`src/rtl/nolinear_pkg.sv`:
```
// Shared definitions for the nonlinear unit output stage: function modes,
// requant FSM states and the 8-bit saturation bounds.
package nolinear_pkg;

   // Function of the result vector; only softmax produces unsigned bytes.
   localparam logic [1:0] MODE_SOFTMAX = 2'b00;
   localparam logic [1:0] MODE_GELU    = 2'b01;
   localparam logic [1:0] MODE_SILU    = 2'b10;
   localparam logic [1:0] MODE_ROOT    = 2'b11;

   typedef enum logic {
      IDLE = 1'b0,
      SEND = 1'b1
   } state_e;

   // 8-bit saturation bounds for signed and unsigned outputs.
   localparam int S8_MAX = 127;
   localparam int S8_MIN = -128;
   localparam int U8_MAX = 255;
   localparam int U8_MIN = 0;

endpackage

```
`src/rtl/nolinear_requant_elem.sv`:
```
// Round-and-saturate of one fixed-point element down to a byte.
// Signed: round half up to an integer, clamp to [-128,127].
// Unsigned (softmax): keep 8 fractional bits' worth of magnitude, clamp to [0,255].
module nolinear_requant_elem
   import nolinear_pkg::*;
#(
   parameter int Bf              = 8,
   parameter int FIX_POINT_WIDTH = 16
) (
   input  logic [FIX_POINT_WIDTH-1:0] x_i,
   input  logic                       signed_i,
   output logic [7:0]                 byte_o,
   output logic                       sat_o
);

   // One extra bit so the rounding add on the largest positive input cannot wrap.
   localparam int XW    = FIX_POINT_WIDTH + 1;
   localparam int RU_SH = (Bf > 8) ? (Bf - 9) : 0;
   localparam logic signed [XW-1:0] RND_S = XW'(1 << (Bf - 1));
   localparam logic signed [XW-1:0] RND_U = (Bf > 8) ? XW'(1 << RU_SH) : XW'(0);

   logic signed [XW-1:0] xe;
   logic signed [XW-1:0] sum_s;
   logic signed [XW-1:0] sum_u;
   logic signed [XW-1:0] y_s;
   logic signed [XW-1:0] y_u;
   int                   ys;
   int                   yu;

   assign xe    = {x_i[FIX_POINT_WIDTH-1], x_i};
   assign sum_s = xe + RND_S;
   assign sum_u = xe + RND_U;
   assign y_s   = sum_s >>> Bf;
   assign y_u   = sum_u >>> (Bf - 8);

   // Clamp the rounded value to the byte range selected by signed_i.
   always_comb begin
      ys     = int'(y_s);
      yu     = int'(y_u);
      byte_o = '0;
      sat_o  = 1'b0;
      if (signed_i) begin
         if (ys > S8_MAX) begin
            ys    = S8_MAX;
            sat_o = 1'b1;
         end else if (ys < S8_MIN) begin
            ys    = S8_MIN;
            sat_o = 1'b1;
         end
         byte_o = ys[7:0];
      end else begin
         if (yu > U8_MAX) begin
            yu    = U8_MAX;
            sat_o = 1'b1;
         end else if (yu < U8_MIN) begin
            yu    = U8_MIN;
            sat_o = 1'b1;
         end
         byte_o = yu[7:0];
      end
   end

endmodule

```
`src/rtl/nolinear_requant.sv`:
```
// Output stage of the nonlinear unit: on finish, converts the whole fixed-point
// result vector to bytes, holds it, and streams it LANES bytes per beat over a
// valid/ready handshake. Finish pulses arriving while busy are dropped and
// flagged in the sticky drop_err.
// Optional: define NOLINEAR_REQUANT_SAT_CNT_EN to build the saturating
// sat_cnt counter; otherwise sat_cnt is tied to zero.
module nolinear_requant
   import nolinear_pkg::*;
#(
   parameter int Bf              = 8,
   parameter int FIX_POINT_WIDTH = 16,
   parameter int DATA_NUM        = 16,
   parameter int LANES           = 4
) (
   input  logic                                clk,
   input  logic                                rst,
   input  logic                                finish,
   input  logic [1:0]                          mode,
   input  logic [DATA_NUM*FIX_POINT_WIDTH-1:0] in_vec,
   output logic                                in_ready,
   output logic [LANES*8-1:0]                  out_data,
   output logic                                out_valid,
   input  logic                                out_ready,
   output logic                                out_last,
   output logic                                drop_err,
   output logic [15:0]                         sat_cnt
);

   localparam int BEATS = DATA_NUM / LANES;
   localparam int CNT_W = (BEATS > 1) ? $clog2(BEATS) : 1;
   localparam int IDX_W = (DATA_NUM > 1) ? $clog2(DATA_NUM) : 1;

   logic [DATA_NUM-1:0][7:0] conv_byte;
   logic [DATA_NUM-1:0]      conv_sat;
   logic [DATA_NUM-1:0][7:0] hold_q;
   state_e                   state_q, state_d;
   logic [CNT_W-1:0]         cnt_q, cnt_d;
   logic                     drop_err_q;
   logic                     is_signed;
   logic                     capture;
   logic                     fire;
   logic                     last_beat;

   assign is_signed = (mode != MODE_SOFTMAX);
   assign in_ready  = (state_q == IDLE);
   assign out_valid = (state_q == SEND);
   assign last_beat = (cnt_q == CNT_W'(BEATS - 1));
   assign out_last  = out_valid && last_beat;
   assign capture   = finish && in_ready;
   assign fire      = out_valid && out_ready;
   assign drop_err  = drop_err_q;

   // Mode is consumed at capture time; the held bytes already carry its effect.
   for (genvar g = 0; g < DATA_NUM; g++) begin : g_elem
      nolinear_requant_elem #(
         .Bf              (Bf),
         .FIX_POINT_WIDTH (FIX_POINT_WIDTH)
      ) u_elem (
         .x_i      (in_vec[g*FIX_POINT_WIDTH +: FIX_POINT_WIDTH]),
         .signed_i (is_signed),
         .byte_o   (conv_byte[g]),
         .sat_o    (conv_sat[g])
      );
   end

   // State and beat counter register.
   always_ff @(posedge clk or negedge rst) begin
      if (!rst) begin
         state_q <= IDLE;
         cnt_q   <= '0;
      end else begin
         state_q <= state_d;
         cnt_q   <= cnt_d;
      end
   end

   // Next state: capture from IDLE, walk beats in SEND, return after the last handshake.
   always_comb begin
      state_d = state_q;
      cnt_d   = cnt_q;
      case (state_q)
         IDLE: begin
            if (finish) begin
               state_d = SEND;
               cnt_d   = '0;
            end
         end
         SEND: begin
            if (fire) begin
               if (last_beat) begin
                  state_d = IDLE;
                  cnt_d   = '0;
               end else begin
                  cnt_d = cnt_q + 1'b1;
               end
            end
         end
         default: begin
            state_d = IDLE;
            cnt_d   = '0;
         end
      endcase
   end

   // Holding register: loaded only when a finish is accepted.
   always_ff @(posedge clk or negedge rst) begin
      if (!rst) begin
         hold_q <= '0;
      end else if (capture) begin
         hold_q <= conv_byte;
      end
   end

   // Sticky drop flag: finish seen while a vector is still streaming.
   always_ff @(posedge clk or negedge rst) begin
      if (!rst) begin
         drop_err_q <= 1'b0;
      end else if (finish && !in_ready) begin
         drop_err_q <= 1'b1;
      end
   end

   // Beat mux: lane j shows element cnt*LANES+j of the held vector.
   always_comb begin
      out_data = '0;
      for (int j = 0; j < LANES; j++) begin
         out_data[j*8 +: 8] = hold_q[IDX_W'(int'(cnt_q) * LANES + j)];
      end
   end

`ifdef NOLINEAR_REQUANT_SAT_CNT_EN
   logic [15:0] sat_cnt_q, sat_cnt_d;
   logic [15:0] nsat;
   logic [16:0] sat_sum;

   // Add this vector's saturated-element count, sticking at all-ones.
   always_comb begin
      nsat = '0;
      for (int i = 0; i < DATA_NUM; i++) begin
         nsat = nsat + 16'(conv_sat[i]);
      end
      sat_sum   = {1'b0, sat_cnt_q} + {1'b0, nsat};
      sat_cnt_d = sat_cnt_q;
      if (capture) begin
         sat_cnt_d = sat_sum[16] ? 16'hFFFF : sat_sum[15:0];
      end
   end

   // Saturation counter register.
   always_ff @(posedge clk or negedge rst) begin
      if (!rst) begin
         sat_cnt_q <= '0;
      end else begin
         sat_cnt_q <= sat_cnt_d;
      end
   end

   assign sat_cnt = sat_cnt_q;
`else
   logic unused_sat;
   assign unused_sat = ^conv_sat;
   assign sat_cnt    = '0;
`endif

endmodule

```
`config.mk`:
```
export PLATFORM = sky130hd
export DESIGN_NAME = nolinear_requant
export DESIGN_NICKNAME = d
export VERILOG_FILES = /design/src/rtl/nolinear_pkg.sv /design/src/rtl/nolinear_requant_elem.sv /design/src/rtl/nolinear_requant.sv
export SDC_FILE = /design/constraint.sdc
export NUM_CORES = 1
export LEC_CHECK = 0
export ABC_AREA = 1
export BUFFER_PORTS_ARGS = -buffer_cell sky130_fd_sc_hd__buf_2
export CAP_MARGIN = 40
export CORE_UTILIZATION = 50
export CTS_CLUSTER_DIAMETER = 150
export DETAILED_ROUTE_END_ITERATION = 8
export PLACE_DENSITY = 0.87
export SYNTH_ARGS = -nofsm -noshare
export SYNTH_HDL_FRONTEND = slang
export SYNTH_SLANG_ARGS = --single-unit
```
`constraint.sdc`:
```
create_clock -name clk -period 4.52 [get_ports clk]
set_input_delay 0.904 -clock clk [delete_from_list [all_inputs] [get_ports clk]]
set_output_delay 0.904 -clock clk [all_outputs]
set_load 0.05 [all_outputs]
```
==> reports/metrics.yaml <==
run_status:
  status: "completed"
global_routing:
  grt_pass1_vias: 12990
  antenna_found_initial: 1
  grt_max_degree: 69
  grt_use_total_pct: 31.04
  gr-total-overflow: 0
  grt_pass1_wl_um: 65050
layout:
  final_net_count: 2543
  syn_to_final_growth_pct: 17.35
  post-route-cell-area_um2: 14880
  drive_gt1_share_pct: 20.51
  multiInputGateArea_um2: 8139
  post-route-util_pct: 60.47
  seqCellArea_um2: 3304
  fillers: 2313
floorplan:
  rows: 57
  die_y_um: 161.2
  initial_utilization_pct: 51.53
  dieWidth_um: 161.2
  boundaryPins: 314
  coreArea_um2: 24600
  die-area_um2: 26000
sta:
  setup_viol: 0
  fin_skew_ns: 0.005672
  tns_ns: 0
  finalWorstSetupSlack_ns: 1.255
  post-route-period-util_pct: 72.23
  hold_viol: 0
  rsz0062_at_grt: "no"
  min_period_ns: 3.265
  tightest_slew_ns: 0.8698
  drv_slew: 0
  clock.fmax_mhz: 306.3
  slew-limit-headroom_pct: 41.57
cts:
  post_cts_buffers: 0
  cts_resized: 0
  cts_tree: "yes"
  cts_buffers: 17
  cts_sinks: 132
  cts.clk_slew.worst_paths_ns: 0.06
  ctsHoldBuffers: 0
  h-tree-depth: 4
  clock_path_buffers: 2
  clock_latency_ns: 0.42
  root_buffer: "clkbuf_16"
yosys:
  synth_top_area_share_pct: 26.05
  netlist_area_um2: 12680
  ys_seq_elements: 132
  postSynthAreaPerCell_um2: 6.305
  asyncSetResetFlopFracSynth_pct: 100.0
  synth_edf_count: 0
  netlist_top_cells_area: "dfrtp_1 (26%), nand2_1 (14%), nor2_1 (8.2%)"
  yosys.cell_types.count: 43
  ys.flop_type: "dfrtp_1"
  synth_common_cells: "nand2_1 (456), nor2_1 (276), inv_1 (204)"
  yosysTopAreaCell: "dfrtp_1"
  post-synth-top-count-cell: "nand2_1"
  ys_warn_count: 0
  synth_seq_area_share_pct: 26.05
  syn_inst: 2011
setup_path:
  cp-start-kind: "flop"
  r2r_cells: 7
  end_kind: "output port"
  reg2reg_to: "hold_q[13]"
  arrival_ns: 2.36
  criticalPathCategory: "reg -> out"
  reg2reg_from: "out_valid"
  cp.required_ns: 3.62
  rrSetupSlack_ns: 2.56
  cp_max_fo: 25
route:
  vias_per_cell: 5.504
  vias: 14320
  wl_per_cell_um: 15.59
  detail-route-antenna-nets: 0
  drc_errors: 0
  drt_iter0_drc: 1401
  routed_wl_um: 40560
  dr.pass1.iters: 6
pwr:
  ir_drop_mv: 0.5105
  p_leak_nw: 7.445
  power_density_nw_per_um2: 505.0
flow_run:
  maxCapViolations: 0
place:
  placed_cell_area_um2: 14310
  pre_cts_ws_ns: 1.732
  dp_hpwl_um: 32100
  portBuffers: 297
  gp_congestion: 0.9473
hold_path:
  hold_path_class: "in -> async"
critical path, cell delays in order, from the launching register on:
cell and delay (ns):
dfrtp_1 0.50, buf_8 0.23, inv_1 0.33, buf_16 0.21, o21ai_0 0.09, o22ai_1 0.24, buf_2 0.32
layout make-up:
class	count	share of cell area, %
clock inverters	13	0.7653
multi-input cells	1594	54.71
diodes	1	0.01682
inverters	207	5.256
repair buffers	312	11.34
flip-flops and latches	132	22.21
well taps	324	2.725
clock buffers	19	2.977
layer usage:
metal / part of all wire [%] / vias up / global-route usage [%]
met1: 44 / 6526 / 42.60
met2: 46 / 636 / 49.65
met3: 6.7 / 85 / 3.647
li1: - / 7074 / -
met4: 3.5 / 0 / 12.61
met5: 0 / - / 0
per-stage QoR:
| step | hold WS [ns] | power, mW | instances |
|---|---|---|---|
| 4_1_cts | 0.4824 | 7.474 | 2600 |
| 3_3_place_gp | 0.4804 | 6.029 | 2563 |
| 5_1_grt | 0.4995 | 7.944 | 2602 |
| 6_report | 0.4609 | 7.513 | 2602 |
| 2_1_floorplan | 0.4754 | 4.868 | 2026 |
| 3_5_place_dp | 0.4871 | 6.159 | 2568 |
state kept, by name, indices dropped and copies added (netlist names):
name	count
out_valid	1
drop_err	1
hold_q	128
cnt_q	2
placed cells by master (no fill, tap or decap), types with 13 or more instances in the layout:
| cell type | count |
|---|---|
| inv_1 | 203 |
| clkbuf_16 | 17 |
| nor2_4 | 13 |
| nor3_1 | 30 |
| dfrtp_1 | 131 |
| nor2_2 | 22 |
| xnor2_1 | 21 |
| nand3b_1 | 96 |
| conb_1 | 16 |
| a21oi_1 | 167 |
| nand3_1 | 175 |
| nand3_2 | 24 |
| o21ai_0 | 100 |
| or2_2 | 35 |
| ha_1 | 17 |
| o22ai_1 | 33 |
| buf_2 | 297 |
| nand2_1 | 455 |
| nor2_1 | 276 |
| nand4_1 | 29 |
| xor2_1 | 29 |
| nor3_2 | 14 |
logic make-up after synthesis:
logic type | count (synthesis) | synth area share [%]
and+or+nand+nor | 1186 | 45.09
other | 1 | 0.02958
buffers and inverters | 300 | 10.27
adders and majority gates | 17 | 1.678
DFF | 132 | 26.05
xor gates and xnor gates | 50 | 3.454
AOI/OAI and AO/OA | 325 | 13.42
where the power goes:
part           internal (mW)  total [mW]  switching (mW)
clock                  0.735        1.30           0.567
sequential              1.76        2.26           0.501
combinational           1.18        3.95            2.77
total                   3.67        7.51            3.84
how the worst max path moves through the flow:
stage,start,end,slack (ns)
after floorplan,cnt_q[0],out_data[25],1.74
after global placement,cnt_q[1],out_data[31],1.27
after detailed placement,cnt_q[1],out_data[23],1.73
after CTS,cnt_q[1],out_data[23],1.28
after global routing,cnt_q[1],out_data[31],1.17
final,cnt_q[1],out_data[31],1.26
Power figures use the tool's default switching activity.
